===== config.mk =====
export PLATFORM = sky130hd
export DESIGN_NAME = seven_seg_scanner
export DESIGN_NICKNAME = d
export VERILOG_FILES = /design/src/rtl/seven_seg_pkg.sv /design/src/rtl/hex_to_seg.sv /design/src/rtl/seven_seg_scanner.sv
export SDC_FILE = /design/constraint.sdc
export NUM_CORES = 1
export LEC_CHECK = 0
export CAP_MARGIN = 5
export CORE_MARGIN = 4
export CORE_UTILIZATION = 30
export CTS_BUF_LIST = sky130_fd_sc_hd__clkbuf_8 sky130_fd_sc_hd__clkbuf_16
export DETAILED_ROUTE_END_ITERATION = 7
export GPL_ROUTABILITY_DRIVEN = 0
export HOLD_SLACK_MARGIN = 0.02
export PLACE_DENSITY = 0.53
export SLEW_MARGIN = 20
export SYNTH_ARGS = -nofsm -noshare
export SYNTH_HDL_FRONTEND = slang
export SYNTH_SLANG_ARGS = --single-unit

===== constraint.sdc =====
create_clock -name clock -period 3 [get_ports clock]
set_input_delay 0.6 -clock clock [delete_from_list [all_inputs] [get_ports clock]]
set_output_delay 0.6 -clock clock [all_outputs]
set_load 0.005 [all_outputs]

===== src/rtl/seven_seg_pkg.sv =====
// seven_seg_pkg: shared constants for the seven-segment scanner.
// Segment patterns are active low, ordered {g,f,e,d,c,b,a}.
package seven_seg_pkg;
    localparam logic [3:0] ANODE_OFF = 4'b1111;
    localparam logic [6:0] SEG_OFF   = 7'h7F;
    localparam logic [6:0] SEG_LUT [16] = '{
        7'h40, 7'h79, 7'h24, 7'h30, 7'h19, 7'h12, 7'h02, 7'h78,
        7'h00, 7'h10, 7'h08, 7'h03, 7'h46, 7'h21, 7'h06, 7'h0E
    };
endpackage


===== src/rtl/hex_to_seg.sv =====
// hex_to_seg: combinational hex nibble to active-low seven-segment pattern.
module hex_to_seg
    import seven_seg_pkg::*;
(
    input  logic [3:0] nibble,
    output logic [6:0] seg
);
    assign seg = SEG_LUT[nibble];
endmodule


===== src/rtl/seven_seg_scanner.sv =====
// seven_seg_scanner: scans a 16-bit value as four hex digits on a common-anode display.
// Define SEVEN_SEG_LZB_EN to blank leading zero digits (digit 0 is always lit).
module seven_seg_scanner
    import seven_seg_pkg::*;
#(
    parameter int REFRESH_DIV = 50000
) (
    input  logic        clock,
    input  logic        reset_n,
    input  logic [15:0] data_in,
    output logic [3:0]  anode,
    output logic [6:0]  segments,
    output logic        dp,
    output logic        frame_tick
);
    localparam int CW = $clog2(REFRESH_DIV);

    logic [CW-1:0] cnt_q, cnt_d;
    logic [1:0]    idx_q, idx_d;
    logic [15:0]   shadow_q, shadow_d;
    logic [3:0]    anode_q, anode_d;
    logic [6:0]    segments_q, segments_d;
    logic          frame_tick_q, frame_tick_d;
    logic          wrap, blank;
    logic [3:0]    nib;
    logic [6:0]    seg_next;

    hex_to_seg u_hex_to_seg (
        .nibble (nib),
        .seg    (seg_next)
    );

    // Outputs are derived from next-state idx/shadow so they change on the same edge.
    always_comb begin
        wrap         = cnt_q == CW'(REFRESH_DIV - 1);
        cnt_d        = wrap ? '0 : cnt_q + 1'b1;
        idx_d        = wrap ? idx_q + 2'd1 : idx_q;
        frame_tick_d = wrap && idx_q == 2'd3;
        shadow_d     = frame_tick_d ? data_in : shadow_q;
        nib          = shadow_d[{idx_d, 2'b00} +: 4];
`ifdef SEVEN_SEG_LZB_EN
        blank        = idx_d != 2'd0 && (shadow_d >> {idx_d, 2'b00}) == 16'h0;
`else
        blank        = 1'b0;
`endif
        anode_d      = blank ? ANODE_OFF : ~(4'b0001 << idx_d);
        segments_d   = seg_next;
    end

    always_ff @(posedge clock or negedge reset_n) begin
        if (!reset_n) begin
            cnt_q        <= '0;
            idx_q        <= 2'd0;
            shadow_q     <= 16'h0;
            anode_q      <= ANODE_OFF;
            segments_q   <= SEG_OFF;
            frame_tick_q <= 1'b0;
        end else begin
            cnt_q        <= cnt_d;
            idx_q        <= idx_d;
            shadow_q     <= shadow_d;
            anode_q      <= anode_d;
            segments_q   <= segments_d;
            frame_tick_q <= frame_tick_d;
        end
    end

    assign anode      = anode_q;
    assign segments   = segments_q;
    assign dp         = 1'b1;
    assign frame_tick = frame_tick_q;
endmodule


==> results of run 1 <==
==> cells in the mapped netlist (2+ instances only) <==
cell	number
sky130_fd_sc_hd__a21oi_1	2
sky130_fd_sc_hd__a31oi_1	2
sky130_fd_sc_hd__and3_2	2
sky130_fd_sc_hd__and4_2	3
sky130_fd_sc_hd__and4bb_1	2
sky130_fd_sc_hd__buf_12	2
sky130_fd_sc_hd__buf_6	4
sky130_fd_sc_hd__dfrtp_1	35
sky130_fd_sc_hd__dfstp_2	11
sky130_fd_sc_hd__ha_1	8
sky130_fd_sc_hd__inv_1	8
sky130_fd_sc_hd__mux2_1	2
sky130_fd_sc_hd__mux2_2	19
sky130_fd_sc_hd__mux2_4	3
sky130_fd_sc_hd__mux2i_1	5
sky130_fd_sc_hd__mux2i_2	2
sky130_fd_sc_hd__nand2_1	13
sky130_fd_sc_hd__nand3_1	6
sky130_fd_sc_hd__nand4_1	2
sky130_fd_sc_hd__nor2_1	10
sky130_fd_sc_hd__nor3_1	4
sky130_fd_sc_hd__o21ai_0	4
sky130_fd_sc_hd__o22ai_1	2
sky130_fd_sc_hd__or3_1	2
sky130_fd_sc_hd__xnor2_1	3
sky130_fd_sc_hd__xor2_1	8
==> cells in the final DEF, fill, tap and decap left out, drive strengths merged, types with 2 or more instances in the layout <==
| cell | synthesis | routed |
|---|---|---|
| mux2 | 24 | 24 |
| dfrtp | 35 | 35 |
| and4 | 4 | 4 |
| o21ai | 4 | 4 |
| buf | 7 | 23 |
| inv | 8 | 10 |
| a31oi | 2 | 2 |
| nor3 | 4 | 4 |
| nand3 | 6 | 6 |
| clkbuf | 1 | 6 |
| dfstp | 11 | 11 |
| mux2i | 8 | 8 |
| clkdlybuf4s50 | 0 | 28 |
| and3 | 3 | 3 |
| nand4 | 3 | 3 |
| or3 | 2 | 2 |
| nor2 | 10 | 10 |
| ha | 8 | 8 |
| a21oi | 2 | 2 |
| xnor2 | 3 | 3 |
| xor2 | 9 | 9 |
| nand2 | 13 | 13 |
| and4bb | 2 | 2 |
| o22ai | 2 | 2 |
==> through the flow <==
| step | util, % | worst slack, ps | total power, µW | cells | cell area (µm²) |
|---|---|---|---|---|---|
| after floorplan | - | 7.762 | 711.8 | 184 | 2354 |
| after global placement | 36.20 | 123.3 | 773.2 | 322 | 2783 |
| after detailed placement | 36.20 | 47.21 | 773.3 | 322 | 2783 |
| after CTS | 37.37 | 20.54 | 1164 | 330 | 2873 |
| after global routing | 38.62 | 5.138 | 1207 | 337 | 2969 |
| final | 38.62 | 141.7 | 1152 | 337 | 2969 |
==> power groups by stage <==
stage	registers [µW]	clock network [µW]	logic, µW
finish	650	384	118
global route	652	423	131
CTS	651	401	112
detailed placement	662	0	112
global placement	661	0	112
floorplan	661	0	50.3
==> logic make-up (layout without fill, tap and decap cells) <==
| family | count (synthesis) | after routing | share of synthesized area (%) |
|---|---|---|---|
| flops | 46 | 46 | 49.57 |
| mux | 33 | 33 | 17.20 |
| xor+xnor | 12 | 12 | 5.272 |
| buf+inv | 16 | 67 | 5.378 |
| other cells | 1 | 1 | 0.1596 |
| fa+ha+maj | 8 | 8 | 4.260 |
| compound gates | 17 | 17 | 4.899 |
| simple gates | 51 | 51 | 13.26 |
==> cell type report <==
| cell class | instances | area (µm²) |
|---|---|---|
| fillers | 736 | 4718 |
| clock inverters | 2 | 7.507 |
| multi-input cells | 122 | 1091 |
| flip-flops and latches | 46 | 1165 |
| clock buffers | 6 | 82.58 |
| repair buffers | 51 | 465.4 |
| inverters | 8 | 30.03 |
| well taps | 102 | 127.6 |
==> worst register-to-register path: cells and delay by family (launching register included) <==
kind / cells / cell delay [ps]
xor+xnor: 1 / 270
flops: 1 / 440
mux: 3 / 960
fa+ha+maj: 1 / 230
simple gates: 2 / 750
buf+inv: 1 / 130
==> worst max path at each step <==
stage	from	end
after floorplan	cnt_q[4]$_DFF_PN0_	segments[3]$_DFF_PN1_
after global placement	cnt_q[7]$_DFF_PN0_	segments[3]$_DFF_PN1_
after detailed placement	cnt_q[7]$_DFF_PN0_	segments[3]$_DFF_PN1_
after CTS	cnt_q[4]$_DFF_PN0_	segments[3]$_DFF_PN1_
after global routing	cnt_q[7]$_DFF_PN0_	segments[3]$_DFF_PN1_
final	cnt_q[7]$_DFF_PN0_	segments[3]$_DFF_PN1_
==> per-layer routing <==
| metal | track usage, % | vias to the layer above | share of wire (%) |
|---|---|---|---|
| met5 | 0 | - | 0 |
| met1 | 14.47 | 731 | 49 |
| met4 | 3.505 | 0 | 1.4 |
| met2 | 15.23 | 24 | 46 |
| met3 | 2.789 | 7 | 3.6 |
| li1 | - | 741 | - |
==> sequential cells by signal (all words and copies together) (netlist names) <==
name and flops:
anode 4, cnt_q 16, frame_tick 1, idx_q 2, segments 7, shadow_q 16
==> repair_timing <==
action	4_1_cts	5_1_grt
hold buffers	0	0
endpoints found under the hold margin	0	0
endpoints found under the setup margin	0	3
setup buffers	0	7
gates resized for setup	0	8
==> run summary, run 1 <==
The run finished with clean final reports. The number of remaining DRC errors is 0. The clock drives 46 sinks. The die area came out at 9312 µm². The floorplan has 32 rows. The family of cells with the greatest summed delay on the critical path is multiplexers. Dividing the detail-routed via count by the number of cells gives 4.460. The number of buffers created by CTS came out at 5.

The final antenna-violating net count came out at 0. The clock network fraction of design power is 33.3%. The worst setup path is captured at a flip-flop. The overall global routing resource usage is 10.28%. The register-to-register setup slack came out at 140 ps.

The area share of the leading cell type in the synthesized netlist came out at 37.27%. The total power density per cell area is 388.1 nW/µm². The first-pass GRT wire length is 7307 µm. The initial cell density of the core came out at 30.57%. Max-cap violations in this run came to 0.

TritonCTS built the clock tree. The power spent charging and discharging nets is 255.4 µW. The net count after synthesis came out at 210. Internal power comes to 896.9 µW. The share of synthesized area occupied by flip-flops and latches is 49.57%. Among all flip-flop cells after synthesis, the most frequent one is sky130_fd_sc_hd__dfrtp_1.

The port buffer count is 29. The signed area change from the synthesized netlist to the final layout is 26.36%. Data on the critical path is required at its endpoint by 3210 ps. Setup repair after global routing left no endpoint under its margin. The post-route clock period utilization came out at 95.28%.

The CTS clock-pin slew for the worst setup and hold paths is 80 ps. The overall overflow remaining after global route is 0. The worst setup path is launched from a flip-flop. The H-tree depth is 2. The total of warnings raised by yosys came out at 0. The wire-length estimate of the detail-placed layout is 3149 µm.

By startpoint and endpoint, the worst setup path is classified as flip-flop to flip-flop. The root buffer cell chosen for the clock tree is sky130_fd_sc_hd__clkbuf_8. Summed over all cells, the static leakage comes to 0.001307 µW. Of all cell types, the one taking the most synthesized area is sky130_fd_sc_hd__dfrtp_1. The largest net degree at the start of global routing came out at 45. The measured slew at the worst slew-check pin came out at 561.9 ps. The count of endpoints failing hold in the final timing report came to 0.

The via count of the first global-routing pass is 1,506. In this run the standard cell core region covers 7687 µm². For the worst setup path, the data arrival time is 3070 ps. The total number of cells along the worst setup path is 8. The path class of the tightest hold or removal check is input pin to async pin. The die span in x is 96.50 µm.

The share of total power consumed by net switching is 22.16%. The number of antenna violations at the first check in global routing came out at 0. The starting DRC count in detailed routing is 28. In this run the deepest clock path goes through 2 buffers. The total number of vias is 1,503. The number of unique standard cell types used by synthesis came out at 46. The later-pin clock latency in the skew report is 290 ps.

The number of max-slew violations in the final report came out at 0. The tightest hold margin is 285.8 ps. The fraction of final layout cells sized beyond drive strength 1 is 33.62%. The share of power burned in combinational logic is 10.3%. The mean instance size in the synthesized netlist came out at 12.77 µm².

The count of nets after finishing is 260. The clock period could shrink to 2858 ps. The critical-path maximum fanout is 6. The number of endpoints failing setup at the final stage is 0. For this run, the slowest stage of the critical path takes 450 ps. The cell area that synthesis handed to floorplanning was 2350 µm². The number of search-and-repair iterations in the first detailed-routing pass is 4. The highest attainable clock frequency came out at 349.9 MHz. Traced cell by cell, the critical path runs through nor4b_4 -> and4_4 -> xor2_4 -> mux2_4 -> mux2i_2 -> inv_1 -> ha_2 -> mux4_2.

The number of enable-type register cells in the synthesized netlist is 0. Counting flops with an async set or reset pin after synthesis yields a share of 100.0%. The count of mapped cells out of synthesis is 184. The flip-flop and latch count after synthesis is 46.

The top-level I/O count is 31. The maximum VDD drop is 0.0002115 V. The worst flop-to-flop path startpoint is cnt_q[7]$_DFF_PN0_. Sequential cells burn 56.4% of the power. The clock skew after layout came out at 4.339 ps.

The worst register-to-register path ends at segments[3]$_DFF_PN1_. The total wire length after detailed routing came out at 4368 µm. The number of antenna diodes came out at 0.

The routed wirelength normalized by instance count is 12.96 µm. The remaining max-slew budget at the tightest pin is 62.54%. Measured in cells, the most critical reg-to-reg path has a length of 8. The floorplan die height is 96.50 µm. Among all stages on the critical path, the largest delay is contributed by sky130_fd_sc_hd__mux4_2. After synthesis, the cell types taking the most area are sky130_fd_sc_hd__dfrtp_1 (37%), sky130_fd_sc_hd__dfstp_2 (12%), sky130_fd_sc_hd__mux2_2 (9.1%), sky130_fd_sc_hd__ha_1 (4.3%), sky130_fd_sc_hd__xor2_1 (3.0%).

The final total negative setup slack is 0 ps. Together, buffers and inverters on the worst path number 1.
Power figures use the tool's default switching activity.
==> run 2, diff against run 1 <==
CORE_UTILIZATION = 40   (was 30)
PLACE_DENSITY = 0.66   (was 0.53)
==> run summary, run 2 (synthesized netlist as in run 1, its figures left out) <==
The run finished with clean final reports. Once detail routing completed, the nets flagged for antenna violations numbered 0. The number of antenna diodes is 0. For this design, the slowest cell found on the critical path is sky130_fd_sc_hd__dfrtp_1. The area inside the core boundary is 5608 µm². The maximum VDD drop came out at 0.0001670 V.

Clock-pin slew was measured on the worst setup and hold paths at 90 ps. The nature of the critical path startpoint is a flip-flop. During placement, the flow inserted port buffers numbering 29.

The number of cell rows is 27. The number of antenna violations at the first check in global routing is 0. The floorplan die height is 84.65 µm.

The H-tree generated during clock tree synthesis spans 2 levels. Data on the critical path arrives at its endpoint at 3060 ps. The commonest non-fill, non-tap cell in the layout is sky130_fd_sc_hd__dfrtp_1. The initial cell density of the core came out at 41.90%. The critical-path maximum fanout came out at 5. The count of placed standard cells in the final layout, fillers left out is 297. The number of buffer and inverter instances along the worst setup path is 2. The clock tree from TritonCTS is done. The final layout contains routed wiring with a total length of 3908 µm. In this run the count of I/O pins placed on the die edge is 31.

The first-pass GRT wire length came out at 6568 µm. The signal on the critical path passes through nor4b_4 -> and4_4 -> xor2_4 -> mux2_2 -> mux2i_2 -> buf_4 -> ha_1 -> inv_1 -> mux4_2. The worst setup path is of the flip-flop to flip-flop kind.

The largest net degree at the start of global routing came out at 47. The count of endpoints failing hold in the final timing report came out at 0. The later-pin clock latency in the skew report is 300 ps. Global routing finished with a remaining overflow of 0.

The clock passes through at most 2 buffers. The signed area change from the synthesized netlist to the final layout is 21.03%. The highest attainable clock frequency is 352.1 MHz.

In the layout the commonest cells are sky130_fd_sc_hd__dfrtp_1 (35), sky130_fd_sc_hd__clkdlybuf4s50_1 (28), sky130_fd_sc_hd__mux2_2 (19), sky130_fd_sc_hd__nand2_1 (13), sky130_fd_sc_hd__buf_4 (13). The number of endpoints failing setup at the final stage is 0. CTS placed an instance of sky130_fd_sc_hd__clkbuf_8 at the clock tree root. The leakage power of the design is 0.001248 µW. The die area came out at 7165 µm². The overall global routing resource usage came out at 11.69%. The routed wirelength normalized by instance count came out at 13.16 µm. The HPWL reported at the end of detailed placement is 2893 µm. The number of buffers inserted for hold repair after clock tree synthesis is 0. The clock skew after layout is 9.733 ps. In this design, the largest share of critical-path delay is due to multiplexers. The worst path needs 2840 ps of the cycle, external delays included. The max-capacitance violation count came out at 0.

The largest single stage delay on the critical path is 440 ps. The number of max-slew violations in the final report came out at 0. The count of nets after finishing is 250. The routed via count divided by cell count is 4.862.

The number of search-and-repair iterations in the first detailed-routing pass came out at 4. The post-route clock period utilization came out at 94.68%. The number of instances in the placed design came out at 288. The measured slew at the worst slew-check pin is 567.6 ps. The total power density per cell area came out at 430.2 nW/µm².

Cells with a size suffix above 1 make up 31.11% of the layout. From left edge to right edge, the die measures 84.65 µm. At the worst endpoint, the required time is 3220 ps. The type of the most critical hold path is input pin to async pin.

The number of remaining DRC errors is 0. The number of sinks handled by clock tree synthesis came out at 46. The kind of capture point of the worst setup path is a flip-flop. The number of buffers created by CTS came out at 5. The final cell utilization of the core is 50.71%. The via count of the first global-routing pass came out at 1,385.

The total number of vias came out at 1,444. In this run, the number of DRC markers left after iteration 0 of detailed routing was 64. The worst pin sits at a relative slew slack of 62.16%.
-- run 2: cell types whose count changed in the layout (fill, tap and decap cells not counted), moves of 2 or more --
cell                     before  now
sky130_fd_sc_hd__buf_4       22   13
sky130_fd_sc_hd__mux2_2      15   19
sky130_fd_sc_hd__mux2_4       7    3
sky130_fd_sc_hd__inv_1       10    8
-- run 2: report_power, final --
group / internal (µW) / total (µW) / switching (µW) / leakage (µW)
Combinational: 62.9 / 108 / 45.3 / 0.000633
Sequential: 645 / 649 / 4.30 / 0.000553
Clock: 268 / 466 / 198 / 0.0000626
Total: 976 / 1220 / 248 / 0.00125
-- run 2: per-stage QoR --
stage | hold slack (ps) | instance area [µm²] | total power, µW | TNS [ps] | setup slack, ps
after floorplan | 304.4 | 2354 | 711.8 | 0 | 7.762
after global placement | 473.3 | 2715 | 770.3 | 0 | 178.5
after detailed placement | 481.1 | 2715 | 771.2 | 0 | 126.0
after CTS | 494.0 | 2831 | 1241 | 0 | 111.7
after global routing | 331.9 | 2844 | 1278 | -0.6375 | -0.6375
final | 283.1 | 2844 | 1223 | 0 | 159.6
-- run 2: worst paths after layout --
kind / endpoint / slack [ps] / cells past startpoint / from
worst min-delay path: cnt_q[13]$_DFF_PN0_ / 280 / 1 / reset_n
worst max-delay path: segments[3]$_DFF_PN1_ / 160 / 9 / cnt_q[7]$_DFF_PN0_
min in group clock: shadow_q[11]$_DFF_PN0_ / 490 / 1 / shadow_q[11]$_DFF_PN0_
worst min register to register: shadow_q[11]$_DFF_PN0_ / 490 / 1 / shadow_q[11]$_DFF_PN0_
worst max register to register: segments[3]$_DFF_PN1_ / 160 / 9 / cnt_q[7]$_DFF_PN0_
max in group asynchronous: anode[1]$_DFF_PN1_ / 2310 / 1 / reset_n
-- run 2: final cells by class --
class	count	area, µm²
Clock buffer	6	82.58
Clock inverter	2	33.78
Fill cell	511	2764
Multi-Input combinational cell	122	1065
Tap cell	72	90.09
Timing Repair Buffer	41	377.9
Inverter	8	30.03
Sequential cell	46	1165
-- run 2: repair_timing --
item	4_1_cts	5_1_grt
setup buffers	0	1
gates resized for setup	0	3
setup endpoints to repair	0	1
-- run 2: metal layers --
metal | up-vias | global-route usage (%) | routed length (µm)
li1 | 726 | - | -
met1 | 689 | 16.07 | 1869
met2 | 27 | 17.01 | 1825
met3 | 2 | 3.729 | 172
met4 | 0 | 4.748 | 41
met5 | - | 0 | 0
